--- config.mk ---
export PLATFORM = sky130hd
export DESIGN_NAME = pdm_mic_rx_flat
export DESIGN_NICKNAME = d
export VERILOG_FILES = /design/src/rtl/pdm_mic_rx_if.sv /design/src/rtl/pdm_mic_rx.sv /design/src/flat_wrapper.sv
export SDC_FILE = /design/constraint.sdc
export NUM_CORES = 1
export LEC_CHECK = 0
export CORE_ASPECT_RATIO = 0.8
export CORE_MARGIN = 3
export CORE_UTILIZATION = 40
export CTS_BUF_LIST = sky130_fd_sc_hd__clkbuf_8 sky130_fd_sc_hd__clkbuf_16
export DETAILED_ROUTE_END_ITERATION = 8
export GPL_ROUTABILITY_DRIVEN = 0
export GPL_TIMING_DRIVEN = 0
export PLACE_DENSITY = 0.7
export RECOVER_POWER = 50
export SYNTH_ARGS = -nofsm -noshare
export SYNTH_HDL_FRONTEND = slang
export SYNTH_SLANG_ARGS = --single-unit
--- constraint.sdc ---
create_clock -name clk -period 1.65 [get_ports clk]
set_input_delay 0.33 -clock clk [delete_from_list [all_inputs] [get_ports clk]]
set_output_delay 0.33 -clock clk [all_outputs]
set_load 0.01 [all_outputs]
--- src/rtl/pdm_mic_rx_if.sv ---
// Sample stream between the PDM receiver and its audio consumer:
// an 8-bit unsigned sample with valid/ready handshake plus a sticky overflow flag.
interface pdm_mic_rx_if;
   logic [7:0] sample;
   logic       sample_valid;
   logic       sample_ready;
   logic       overflow;

   modport master (
      output sample,
      output sample_valid,
      output overflow,
      input  sample_ready
   );

   modport slave (
      input  sample,
      input  sample_valid,
      input  overflow,
      output sample_ready
   );
endinterface

--- src/rtl/pdm_mic_rx.sv ---
// PDM microphone receiver. Generates mic_clk, takes one synchronised PDM bit per
// mic_clk period on its falling edge, counts ones over DECIMATION bits and presents
// the scaled, saturated 8-bit unsigned result on a valid/ready stream. A result that
// arrives while the previous one is still pending overwrites it and sets a sticky
// overflow flag.
// Optional feature macro: PDM_MIC_RX_SMOOTH_EN -- when defined, each output is the
// floor-average of the current and previous window results.
module pdm_mic_rx #(
   parameter int HALF_PERIOD = 25,
   parameter int DECIMATION  = 256
) (
   input  logic         clk,
   input  logic         reset_n,
   input  logic         enable,
   output logic         mic_clk,
   output logic         mic_lrsel,
   input  logic         mic_data,
   pdm_mic_rx_if.master audio
);
   localparam int               BIT_W    = $clog2(DECIMATION);
   localparam int               SCALE    = 256 / DECIMATION;
   localparam logic [7:0]       HP_LAST  = 8'(HALF_PERIOD - 1);
   localparam logic [BIT_W-1:0] BIT_LAST = BIT_W'(DECIMATION - 1);

   logic             sync_p0;
   logic             sync_p1;
   logic [7:0]       hp_cnt;
   logic [BIT_W-1:0] bit_cnt;
   logic [8:0]       ones;
   logic [8:0]       ones_total;
   logic             hp_wrap;
   logic             take_bit;
   logic             win_vld_p0;
   logic [7:0]       result_p0;
   logic [7:0]       load_val;
   logic             transfer;

   // Window result: ones count scaled to the 8-bit range; a full window of ones
   // scales to 256, which clips to 255.
   function automatic logic [7:0] sat_result(input logic [8:0] n);
      logic [12:0] scaled;
      scaled = 13'(n) * 13'(SCALE);
      return (scaled > 13'd255) ? 8'hFF : scaled[7:0];
   endfunction

   assign mic_lrsel  = 1'b0;
   assign hp_wrap    = (hp_cnt == HP_LAST);
   // mic_clk is high while the counter wraps, so this is the 1->0 toggle edge
   assign take_bit   = enable && hp_wrap && mic_clk;
   assign win_vld_p0 = take_bit && (bit_cnt == BIT_LAST);
   // The completing bit is folded in directly so no bit is lost at the boundary
   assign ones_total = ones + {8'd0, sync_p1};
   assign result_p0  = sat_result(ones_total);
   assign transfer   = audio.sample_valid && audio.sample_ready;

   // Two-flop synchroniser for the asynchronous PDM bitstream (stage p0 -> p1)
   always_ff @(posedge clk) begin
      if (!reset_n) begin
         sync_p0 <= 1'b0;
         sync_p1 <= 1'b0;
      end else begin
         sync_p0 <= mic_data;
         sync_p1 <= sync_p0;
      end
   end

   // Half-period counter and mic_clk generation; idle low while disabled
   always_ff @(posedge clk) begin
      if (!reset_n || !enable) begin
         hp_cnt  <= 8'd0;
         mic_clk <= 1'b0;
      end else if (hp_wrap) begin
         hp_cnt  <= 8'd0;
         mic_clk <= ~mic_clk;
      end else begin
         hp_cnt  <= hp_cnt + 8'd1;
      end
   end

   // Bit and ones counters; a window boundary restarts both, disable drops the partial window
   always_ff @(posedge clk) begin
      if (!reset_n || !enable) begin
         bit_cnt <= '0;
         ones    <= 9'd0;
      end else if (take_bit) begin
         if (bit_cnt == BIT_LAST) begin
            bit_cnt <= '0;
            ones    <= 9'd0;
         end else begin
            bit_cnt <= bit_cnt + BIT_W'(1);
            ones    <= ones_total;
         end
      end
   end

`ifdef PDM_MIC_RX_SMOOTH_EN
   logic [7:0] prev_p1;

   function automatic logic [7:0] smooth_avg(input logic [7:0] cur, input logic [7:0] prev);
      logic [8:0] sum;
      sum = {1'b0, cur} + {1'b0, prev};
      return sum[8:1];
   endfunction

   // Previous window result; zero after reset or disable so the first output averages with 0
   always_ff @(posedge clk) begin
      if (!reset_n || !enable) begin
         prev_p1 <= 8'd0;
      end else if (win_vld_p0) begin
         prev_p1 <= result_p0;
      end
   end

   assign load_val = smooth_avg(result_p0, prev_p1);
`else
   assign load_val = result_p0;
`endif

   // Output stage p1: load new result, retire on transfer, flag overwritten samples
   always_ff @(posedge clk) begin
      if (!reset_n) begin
         audio.sample       <= 8'h00;
         audio.sample_valid <= 1'b0;
         audio.overflow     <= 1'b0;
      end else if (win_vld_p0) begin
         audio.sample       <= load_val;
         audio.sample_valid <= 1'b1;
         if (audio.sample_valid && !audio.sample_ready) begin
            audio.overflow <= 1'b1;
         end
      end else if (transfer) begin
         audio.sample_valid <= 1'b0;
      end
   end
endmodule

--- src/flat_wrapper.sv ---
// flat-port wrapper written by rule: the top's interface ports become plain ports
module pdm_mic_rx_flat 
#(
   parameter int HALF_PERIOD = 25,
   parameter int DECIMATION  = 256
)
  (clk, reset_n, enable, mic_clk, mic_lrsel, mic_data, audio_sample, audio_sample_valid, audio_overflow, audio_sample_ready);
  pdm_mic_rx_if audio_i ();
  input  logic clk;
  input  logic reset_n;
  input  logic enable;
  output logic mic_clk;
  output logic mic_lrsel;
  input  logic mic_data;
  output wire logic [$bits(audio_i.sample)-1:0] audio_sample;
  output wire logic [$bits(audio_i.sample_valid)-1:0] audio_sample_valid;
  output wire logic [$bits(audio_i.overflow)-1:0] audio_overflow;
  input wire logic [$bits(audio_i.sample_ready)-1:0] audio_sample_ready;
  assign audio_sample = audio_i.sample;
  assign audio_sample_valid = audio_i.sample_valid;
  assign audio_overflow = audio_i.overflow;
  assign audio_i.sample_ready = audio_sample_ready;
  pdm_mic_rx #(.HALF_PERIOD(HALF_PERIOD), .DECIMATION(DECIMATION)) u_core (.clk(clk), .reset_n(reset_n), .enable(enable), .mic_clk(mic_clk), .mic_lrsel(mic_lrsel), .mic_data(mic_data), .audio(audio_i));
endmodule
Word-level counts from Yosys, hierarchy flattened. Index checks and enable logic that the tools add are counted.

Bits in registers: 38. Bits in latches: 0. Memory bits (writable): 0. ROM bits: 0. Input bits: 5. Output and inout port bits: 12. Logic and storage cells: 33. Memories: 0.

Add/sub/neg operators: 3. $mul: 0. Divide/modulo/power cells: 0. $lt $le $gt $ge: 1. Equal/unequal tests: 2. Shifts and indexed selects: 0. Multiplexer cells: 5. Bitwise logic cells: 1. Reductions and logical operators: 12.

Operator list (number): $add A8 B1 Y8 const B (2); $mux W8 (2); $add A9 B1 Y9 (1); $gt A9 B8 Y1 const B (1); $mux W9 (1); $eq A8 B5 Y1 const B (1); $eq A8 B8 Y1 const B (1); $logic_and A1 B1 Y1 (5); $logic_not A1 Y1 (3); $mux W1 (2); $reduce_and A2 Y1 (1); $reduce_bool A2 Y1 (1); $reduce_or A2 Y1 (1); $logic_or A1 B1 Y1 (1); $not A1 Y1 (1).

Longest topological paths before layout. Gate-level depths: netlist (run 1).

Word-level depth: 5. Depth in mapped cells: 8. Depth with buffers taken out: 6.

Worst setup path before layout (run 1). No wires, ideal clock.

Path kind: register to register. From: reg u_core.ones[0]. To: reg u_core.audio.sample[0]. Library setup time: 0.119 ns. Arrival: 1.654 ns. Required time: 1.531 ns. Slack: -0.123 ns. Cell stages (with the launch flop): 7. Path buffers: 0. Clock period less this slack: 1.773 ns. Cell sequence: dfxtp_1 -> ha_1 -> ha_1 -> nand3_1 -> o21ai_0 -> nand4_1 -> o221a_2.

Cells in the longest elaborated chain, start to end: 3.

Ends and longest elaborated chain: start: declaration (RTL line pdm_mic_rx.sv:29) `logic [8:0] ones;`; start signal: assignment (RTL line pdm_mic_rx.sv:91) `ones <= ones_total;`; $add A9 B1 Y9 (*) (RTL line pdm_mic_rx.sv:52) `assign ones_total = ones + {8'd0, sync_p1};`; $gt A9 B8 Y1 (RTL line pdm_mic_rx.sv:43) `return (scaled > 13'd255) ? 8'hFF : scaled[7:0];`; $mux W8 (*) (RTL line pdm_mic_rx.sv:43); end signal: assignment (RTL line pdm_mic_rx.sv:126) `audio.sample <= load_val;`; end: declaration (RTL line pdm_mic_rx_if.sv:10) `output sample,`.

Mark *: on every way between the ends. The rest lies on a longest branch, timed or not. A chain may end at the register's enable or synchronous reset.

Worst setup path in the final report (run 1).
From: reg u_core.hp_cnt[2]. To: reg u_core.ones[7].

Cells in the longest elaborated chain, start to end: 3.

Ends and longest elaborated chain: start: declaration (RTL line pdm_mic_rx.sv:27) `logic [7:0] hp_cnt;`; start signal: assignment (RTL line pdm_mic_rx.sv:76) `hp_cnt <= hp_cnt + 8'd1;`; $eq A8 B5 Y1 (RTL line pdm_mic_rx.sv:47) `assign hp_wrap = (hp_cnt == HP_LAST);`; $logic_and A1 B1 Y1 (2 in series) (RTL line pdm_mic_rx.sv:49) `assign take_bit = enable && hp_wrap && mic_clk;`.

Every way passes these cells.

==> results of run 1 <==
## sequential cells by signal (all words and copies together), names as in the netlist
name and cells:
u_core.audio.sample 8, u_core.ones 9, u_core.bit_cnt 8, u_core.hp_cnt 8
u_core.sync_p1 1, u_core.mic_clk 1, u_core.sync_p0 1, u_core.audio.overflow 1
u_core.audio.sample_valid 1
## cells in the mapped netlist, types with 3 or more instances
cell / instances
clkbuf_1: 4
nor3_1: 3
nand4_1: 4
o21ai_0: 7
o221a_2: 7
xnor2_1: 8
or3_1: 5
nand2_1: 16
a32o_1: 5
nor4_1: 3
dfxtp_1: 38
and2_1: 4
ha_1: 6
nand3_1: 13
nor2_1: 15
and3_1: 6
inv_1: 4
xor2_1: 7
a21oi_1: 9
## report_power, final
group / total, W / internal [W] / switching [W]
registers: 0.000921 / 0.000918 / 0.00000255
clock network: 0.000952 / 0.000606 / 0.000346
logic: 0.0000542 / 0.0000247 / 0.0000295
total: 0.00193 / 0.00155 / 0.000378
## final timing paths
| path | start | to | slack, ps | depth (start not counted) |
|---|---|---|---|---|
| max reg2reg | u_core.hp_cnt[2] | u_core.ones[7] | -40 | 4 |
| max | u_core.hp_cnt[2] | u_core.ones[7] | -40 | 4 |
| min | u_core.sync_p0 | u_core.sync_p1 | 440 | 1 |
| min reg2reg | u_core.sync_p0 | u_core.sync_p1 | 440 | 1 |
## per-stage QoR
step           util [%]  total power (W)  setup WS [ps]  hold slack [ps]
2_1_floorplan         -         0.000971           3.21              412
4_1_cts            56.8          0.00194          -46.5              441
3_5_place_dp       50.5         0.000992           -399              421
5_1_grt            59.6          0.00199          -99.7              470
3_3_place_gp       50.5         0.000991           -401              414
6_report           59.6          0.00193          -43.2              438
## layout make-up
type / count / area share, %
plain buffers: 7 / 2.19
flip-flops and latches: 38 / 32.5
multi-input cells: 142 / 44.9
inverters: 4 / 0.625
clock inverters: 3 / 2.87
clock buffers: 5 / 2.87
well taps: 55 / 2.87
repair buffers: 30 / 11.3
## timing repair
action | 4_1_cts | 5_1_grt
cloned | 0 | 0
setup buffers | 11 | 4
pin swaps | 4 | 12
endpoints found under the setup margin | 20 | 26
resized for setup | 15 | 22
## cells by family (layout without fill, tap and decap cells)
logic type	Yosys count	in the layout	share of synthesized area [%]
other cells	1	1	0.212
simple gates	82	82	25.1
xor+xnor	15	15	7.42
compound gates	38	38	16.1
buf+inv	13	49	3.95
flops	38	38	42.9
fa+ha+maj	6	6	4.24
## metal layers
metal	vias to the layer above	wire, um
met5	-	0
met4	0	63
met3	10	227
met2	42	1730
met1	725	2020
li1	776	-
==> impl_results.md, run 1 <==
* Failing checks: setup timing
* CP bufs+invs at 1
* Synth cell types at 40
* Slowest cell on crit path: or3_4
* Grt total ovfl at 0
* Critical path data arrival time at 1890 ps
* Vias/cell at 5.47
* Critical Path RT at ~1800 ps
* Slew @ Worst Pin at 513 ps
* Hold Buf Count CTS at 0
* Crit-path cells: or3_4, or3_4, buf_6, a32o_1
* Synth Flop Type: dfxtp_1
* Post-place instance area at 2030 um2
* WL final at about 4000 um
* DRC viols at 0
* Final Slew Violations at 0
* DP HPWL at 2630 um
* Register area at approximately 800 um2
* Post-synth EDFFs at 0
* DRT Pass-1 Iters at 5
* Sink Count at 38
* Vias at 1553
* Final #Nets at roughly 240
* Status: complete, but fails checks
* Largest net degree at the start of global routing at 14
* Period utilization at 103%
* Initial antenna violation count at 0
* Die area at 5270 um2
* Clk_lat worst skew at around 300 ps
* Sum Neg Setup Slack at -231 ps
* Starting Density at a little over two fifths
* Die width at around 80 um
* Share of layout cells above drive strength 1 at a little under 30%
* Commonest non-fill, non-tap cell in the layout: dfxtp_1
* Final Critical Period at 1690 ps
* Global-route wire length before repair at 6620 um
* Initial DRC count at 83
* Syn Inst Count at 193
* Avg Cell Area, Syn at roughly 9 um2
* Setup CP Type: flop to flop
* Startpoint Class: flop
* Worst min path class: flop to flop
* Commonest cells after routing, fill and taps aside: dfxtp_1 (27), nand2_1 (15), nor2_1 (15), clkdlybuf4s50_1 (15), buf_4 (14)
* Achievable Freq at between 0.5 and 0.6 GHz
* Synth-to-Final Area Change at 35.5%
* Total CTS buffers at 5
* Setup Skew at just over 10 ps
* Final setup fails at 12
* Multi-input gate area at 1080 um2
* Top area cells in the synthesized netlist: dfxtp_1 (43%), o221a_2 (4.4%), ha_1 (4.2%), xnor2_1 (4.0%), nand3_1 (3.7%)
* Final Hold Fails at 0
* Longest Clk Path Bufs at 2
* # IOs at 17
* Reg clk slew, reported paths at about 80 ps
* RSZ-0062 raised after global routing: true
* Setup ws final at -43.2 ps
* Synthesized flop and latch total at 38
* Inst Count DP at ~260
* Met3 Usage GRT at approximately 4.1%
* PwrDens at 802 nW/um2
* Die H at roughly 66 um
* Core footprint at roughly 4000 um2
* Clock Tree Root: clkbuf_8
* Crit path max-delay family: simple AND/OR/NAND/NOR gates
* Cell mode on critical path: or3_4
* Filler instances at between 300 and 400
* Register area share after synthesis at between 40 and 50%
* Leakage at just over 0.8 nW
* Final ANT Viol Nets at 0
* Yosys top cell by area: dfxtp_1
* M2 GR Usage at between 20% and 30%
* Total global routing track utilization at 16.3%
* Syn. warnings at 0
* Worst Setup End Kind: flop
* Antenna Diode Count at 0
* Worst-path fanout max at 10
* IO Port Bufs at 15
* Slew margin rel. at 65.8%
* H-Tree Depth at 2
* Final cell count without fillers at ~280
* Syn Nets at around 200
* Cell Area, Synth at ~1800 um2
* Post-Layout Inst Area at between 2000 and 2500 um2
* Synth top area share at between 40% and 50%
* Synth async-reset ratio at 0%
* GR peak layer: met1
* Worst VDD drop at roughly 430 uV
* Drt wl/cell at ~14 um
* Max cap viols at 0
* Max incr delay on CP at around 430 ps
* Vias in the first global route at 1368
* Met1 Usage GRT at between 20% and 30%
* CTS tree: done
* Row count at 20
Power figures use the tool's default switching activity.
==> run 2: changes to the inputs <==
- MAX_ROUTING_LAYER: not set -> met4
- TNS_END_PERCENT: not set -> 100
==> run 2 against run 1 <==
  * The run still ends with setup timing left
  * Register-to-register slack about the same
  * Maximum frequency about the same
  * Critical path depth unchanged
  * Die area unchanged
  * Critical endpoint is now u_core.ones[5]
==> impl_results.md, run 2 (synthesis results as in run 1) <==
* RSZ-0062 raised after global routing: true (unchanged)
* Share of layout cells above drive strength 1 at 28.8% (was 29.3%)
* Sequential Power Share at 47.7% (was 47.8%)
* Reg clk slew, reported paths at 80 ps (about the same)
* Final #Nets at 239 (unchanged)
* Max cap viols at 0 (unchanged)
* Core footprint at 4030 um2 (unchanged)
* Worst Setup End Kind: flop (unchanged)
* Setup Skew at 10.1 ps (about the same)
* M2 GR Usage at 22.0% (unchanged)
* Setup ws final at -44.8 ps (was -43.2 ps)
* H-Tree Depth at 2 (unchanged)
* Register area at 778 um2 (was 779 um2)
* Fin util at 59.6% (about the same)
* Leakage at 0.821 nW (about the same)
* R2r worst-path depth at 4 (unchanged)
* Synth-to-Final Area Change at 35.5% (about the same)
* Final Critical Period at 1690 ps (about the same)
* Largest net degree at the start of global routing at 14 (unchanged)
* Antenna Diode Count at 0 (unchanged)
* Sw Share at 19.8% (was 19.6%)
* Final cell count without fillers at 284 (unchanged)
* Clock power share at 49.5% (was 49.4%)
* Hold Crit Depth at 1 (unchanged)
* Combinational share of power at 2.8% (about the same)
* Worst hold margin at 438 ps (about the same)
* DP HPWL at 2630 um (unchanged)
* Sink Count at 38 (unchanged)
* Filler instances at 353 (was 352)
* Final Slew Violations at 0 (unchanged)
* Met1 Usage GRT at 24.3% (unchanged)
* FF-to-FF setup slack at -40 ps (about the same)
* Longest Clk Path Bufs at 2 (unchanged)
* Commonest cells after routing, fill and taps aside: dfxtp_1 (28), nand2_1 (15), nor2_1 (15), clkdlybuf4s50_1 (15), buf_4 (14) (was dfxtp_1 (27), nand2_1 (15), nor2_1 (15), clkdlybuf4s50_1 (15), buf_4 (14))
* Net Switching at 0.000382 W (was 0.000378 W)
* Hold Buf Count CTS at 0 (unchanged)
* Starting Density at 44.0% (unchanged)
* DRT Pass-1 Iters at 5 (unchanged)
* Die width at 80.4 um (unchanged)
* Setup CP Type: flop to flop (unchanged)
* Final Hold Fails at 0 (unchanged)
* Hold Path Origin: u_core.sync_p0 (unchanged)
* Vias in the first global route at 1376 (was 1368)
* Startpoint Class: flop (unchanged)
* IO Port Bufs at 15 (unchanged)
* Die H at 65.5 um (unchanged)
* GR peak layer: met1 (unchanged)
* Critical path data arrival time at 1890 ps (about the same)
* PwrDens at 804 nW/um2 (was 802 nW/um2)
* DRC viols at 0 (unchanged)
* Clk_lat worst skew at 300 ps (about the same)
* P_int at 0.00155 W (about the same)
* Global-route wire length before repair at 6600 um (was 6620 um)
* Total power at 0.00193 W (about the same)
* Total global routing track utilization at 16.6% (was 16.3%)
* Initial DRC count at 83 (unchanged)
* WL final at 4040 um (about the same)
* Worst VDD drop at 439 uV (was 431 uV)
* Period utilization at 103% (about the same)
* Row count at 20 (unchanged)
* Number of flip-flops in the largest register at 9 (unchanged)
* Worst-path fanout max at 10 (unchanged)
* R2R Path End: u_core.ones[5] (was u_core.ones[7])
* Inst Count DP at 263 (unchanged)
* Total CTS buffers at 5 (unchanged)
* Reg with most FFs: u_core.ones (unchanged)
* Met3 Usage GRT at 3.70% (was 4.11%)
* Vias/cell at 5.50 (was 5.47)
* Initial antenna violation count at 0 (unchanged)
* Slew margin rel. at 65.8% (about the same)
* Vias at 1561 (was 1553)
* Failing checks: setup timing (unchanged)
* Status: complete, but fails checks (unchanged)
* Die area at 5270 um2 (unchanged)
* Worst hold endpoint: u_core.sync_p1 (unchanged)
* Slew @ Worst Pin at 513 ps (about the same)
* Final setup fails at 12 (unchanged)
* Worst min path class: flop to flop (unchanged)
* Drt wl/cell at 14.2 um (about the same)
* Grt total ovfl at 0 (unchanged)
* Clock Tree Root: clkbuf_8 (unchanged)
* Achievable Freq at 0.590 GHz (was 0.591 GHz)
* CTS tree: done (unchanged)
* Multi-input gate area at 1080 um2 (unchanged)
* Worst r2r src: u_core.hp_cnt[2] (unchanged)
* # IOs at 17 (unchanged)
* Critical Path RT at 1840 ps (about the same)
* Commonest non-fill, non-tap cell in the layout: dfxtp_1 (unchanged)
* Final ANT Viol Nets at 0 (unchanged)
run 2: cell types whose count changed in the layout (fill, tap and decap cells not counted):
| cell | delta |
|---|---|
| dfxtp_1 | +1 |
| dfxtp_2 | -1 |
run 2: through the flow:
stage / worst slack, ps / TNS, ps / area, um2
after detailed placement: -399 / -9380 / 2030
after CTS: -46.5 / -490 / 2290
after floorplan: 3.21 / 0 / 1810
final: -44.8 / -226 / 2400
after global placement: -401 / -9170 / 2030
after global routing: -99.5 / -1450 / 2400
run 2: worst max-delay path by stage:
stage                startpoint                     end  depth (start not counted)
2_1_floorplan  u_core.hp_cnt[5]          u_core.ones[5]                          5
3_3_place_gp             enable  u_core.audio.sample[0]                          5
3_5_place_dp             enable  u_core.audio.sample[1]                          5
4_1_cts        u_core.hp_cnt[1]          u_core.ones[7]                          7
5_1_grt        u_core.hp_cnt[0]  u_core.audio.sample[4]                          7
6_report       u_core.hp_cnt[2]          u_core.ones[5]                          4
run 2: power groups by stage:
stage | combinational, W | clock (W) | sequential (W)
2_1_floorplan | 0.0000259 | 0 | 0.000946
3_5_place_dp | 0.0000459 | 0 | 0.000946
4_1_cts | 0.0000504 | 0.000968 | 0.000922
6_report | 0.0000543 | 0.000955 | 0.000921
5_1_grt | 0.0000609 | 0.00101 | 0.000921
3_3_place_gp | 0.0000453 | 0 | 0.000946
run 2: area by class of cell:
type / instances / area share (%)
clock buffer: 5 / 2.87
clock inverter: 3 / 2.87
tap: 55 / 2.87
sequential: 38 / 32.4
buffer: 7 / 2.19
multi-input combinational: 142 / 44.9
timing repair buffer: 30 / 11.3
inverter: 4 / 0.626
run 2: critical path, stage by stage, from the launching register on:
cell     delay [ps]
dfxtp_4         350
or3_4           390
or3_4           430
buf_6           170
a32o_1          250
run 2: what timing repair did:
| action | in CTS | in global routing |
|---|---|---|
| setup endpoints to repair | 20 | 26 |
| gates resized for setup | 15 | 21 |
| setup buffers | 11 | 4 |
| pin swaps | 4 | 12 |
run 2: metal layers:
metal,vias up,wire [um]
met5,-,0
met4,0,77
met3,10,236
met2,45,1700
met1,730,2030
li1,776,-
==> run 3: changes to the inputs <==
- CORE_ASPECT_RATIO: 0.8 -> 2
- GPL_ROUTABILITY_DRIVEN: 0 -> not set
==> run 3 against run 2 <==
  * The flow still finishes with violations (setup timing)
  * Core utilization fell by 3.1 points
  * Sequential share of layout area up 0.74 points
  * Worst setup slack gained 3.2 ps
  * Power shrank 9.4%
  * Cell count is 2.1% lower
  * Worst hold slack improved by 0.56 ps
  * Design area fell by 1.9%
  * Count of clock-buffer cells in the layout stayed put
  * Register-to-register slack about the same
  * Via count rose by 1.1%
  * Non-clock buffer count decreased by 3
==> impl_results.md, run 3 (synthesis results as in run 1) <==
* Multi-input gate area at 1060 um2 (was 1080 um2)
* Filler instances at 383 (was 353)
* Pre-CTS setup slack at -453 ps (was -399 ps)
* Total CTS buffers at 5 (unchanged)
* Hold Buf Count CTS at 0 (unchanged)
* Vias at 1578 (was 1561)
* Die area at 5310 um2 (was 5270 um2)
* Antenna Diode Count at 0 (unchanged)
* Slew @ Worst Pin at 583 ps (was 513 ps)
* Register area at 781 um2 (was 778 um2)
* Vias in the first global route at 1462 (was 1376)
* Crit-path cells: or3_4, or3_4, nor2_4, o221a_2 (was or3_4, or3_4, buf_6, a32o_1)
* Critical path data arrival time at 1940 ps (was 1890 ps)
* WL final at 4130 um (was 4040 um)
* Commonest non-fill, non-tap cell in the layout: dfxtp_1 (unchanged)
* Number of flip-flops in the largest register at 9 (unchanged)
* Die H at 100 um (was 65.5 um)
* Clk_lat worst skew at 300 ps (about the same)
* Longest Clk Path Bufs at 2 (unchanged)
* RSZ-0062 raised after global routing: true (unchanged)
* Initial antenna violation count at 0 (unchanged)
* Final #Nets at 236 (was 239)
* Largest net degree at the start of global routing at 13 (was 14)
* # IOs at 17 (unchanged)
* Startpoint Class: flop (unchanged)
* Max cap viols at 0 (unchanged)
* Max incr delay on CP at 440 ps (was 430 ps)
* Setup ws final at -41.6 ps (was -44.8 ps)
* Final ANT Viol Nets at 0 (unchanged)
* Cell mode on critical path: or3_4 (unchanged)
* Leakage at 0.809 nW (was 0.821 nW)
* Row count at 33 (was 20)
* H-Tree Depth at 2 (unchanged)
* RD Place Congestion at a little under 0.8
* Commonest cells after routing, fill and taps aside: dfxtp_1 (28), nand2_1 (15), nor2_1 (14), clkdlybuf4s50_1 (14) (was dfxtp_1 (28), nand2_1 (15), nor2_1 (15), clkdlybuf4s50_1 (15), buf_4 (14))
* Clock Tree Root: clkbuf_8 (unchanged)
* Slew margin rel. at 61.1% (was 65.8%)
* Achievable Freq at 0.591 GHz (was 0.590 GHz)
* Global-route wire length before repair at 6780 um (was 6600 um)
* Initial DRC count at 40 (was 83)
* Die width at 53.1 um (was 80.4 um)
* Core footprint at 4170 um2 (was 4030 um2)
* Total global routing track utilization at 17.7% (was 16.6%)
* Setup Skew at 5.64 ps (was 10.1 ps)
* Reg with most FFs: u_core.ones (unchanged)
* DP HPWL at 2780 um (was 2630 um)
* Grt total ovfl at 0 (unchanged)
* Slowest cell on crit path: or3_4 (unchanged)
* Worst-path fanout max at 8 (was 10)
* Share of layout cells above drive strength 1 at 29.6% (was 28.8%)
* DRC viols at 0 (unchanged)
* Vias/cell at 5.68 (was 5.50)
* Final Hold Fails at 0 (unchanged)
* PwrDens at 743 nW/um2 (was 804 nW/um2)
* Reg clk slew, reported paths at 80 ps (about the same)
* Setup CP Type: flop to flop (unchanged)
* IO Port Bufs at 15 (unchanged)
* Worst VDD drop at 695 uV (was 439 uV)
* Worst hold margin at 438 ps (about the same)
* Critical Path RT at 1900 ps (was 1840 ps)
* Final Critical Period at 1690 ps (about the same)
* CTS tree: done (unchanged)
* Final Slew Violations at 0 (unchanged)
* Period utilization at 103% (about the same)
* Synth-to-Final Area Change at 32.8% (was 35.5%)
* Status: complete, but fails checks (unchanged)
* Failing checks: setup timing (unchanged)
* Starting Density at 42.5% (was 44.0%)
* Final setup fails at 13 (was 12)
* Worst Setup End Kind: flop (unchanged)
* DRT Pass-1 Iters at 4 (was 5)
* Worst min path class: flop to flop (unchanged)
* Drt wl/cell at 14.8 um (was 14.2 um)
* Sink Count at 38 (unchanged)
[run 3: report_power, final]
group	leakage [nW]	total, W	switching, W	internal, W
Sequential	0.312	0.000920	0.00000313	0.000917
Combinational	0.438	0.0000458	0.0000270	0.0000189
Clock	0.0579	0.000784	0.000339	0.000445
[run 3: repair_timing]
item / CTS / global route
setup endpoints to repair: 22 / 33
gates resized for setup: 23 / 14
pin swaps: 16 / 7
cloned: 1 / 0
buffers inserted: 6 / 6
[run 3: worst paths after layout]
check                   startpoint                      to  slack [ps]  depth (start not counted)
setup / recovery  u_core.hp_cnt[2]  u_core.audio.sample[7]         -40                          4
hold / removal    u_core.hp_cnt[0]        u_core.hp_cnt[0]         440                          1
setup reg to reg  u_core.hp_cnt[2]  u_core.audio.sample[7]         -40                          4
hold reg to reg   u_core.hp_cnt[0]        u_core.hp_cnt[0]         440                          1
[run 3: area by class of cell]
type | instances | area share, %
Inverter | 4 | 0.638
Timing Repair Buffer | 28 | 11.5
Sequential cell | 38 | 33.2
Clock inverter | 3 | 1.70
Tap cell | 52 | 2.76
Buffer | 6 | 2.23
Multi-Input combinational cell | 142 | 45.0
Clock buffer | 5 | 2.92
[run 3: worst max-delay path, delay by kind of cell, from the launching register on]
kind,cells,cell delay (ps)
flip-flops,1,340
AND/OR/NAND/NOR,3,1090
AO/OA/AOI/OAI,1,220
[run 3: per-layer routing]
layer	share of wire [%]	up-vias	global-route usage (%)	routed length, um
met4	3.4	0	9.84	139
li1	-	767	-	-
met3	3.2	13	3.57	132
met1	36	758	16.4	1470
met2	58	40	31.9	2380
met5	0	-	-	0
[run 3: per-stage QoR]
stage	util (%)	power (W)	cell area, um2	instances	setup TNS [ps]
finish	56.4	0.00175	2350	278	-314
global route	56.4	0.00180	2350	278	-2010
CTS	54.5	0.00177	2270	275	-900
detailed placement	48.7	0.000992	2030	260	-9810
global placement	48.7	0.000992	2030	260	-9730
floorplan	-	0.000971	1810	193	0
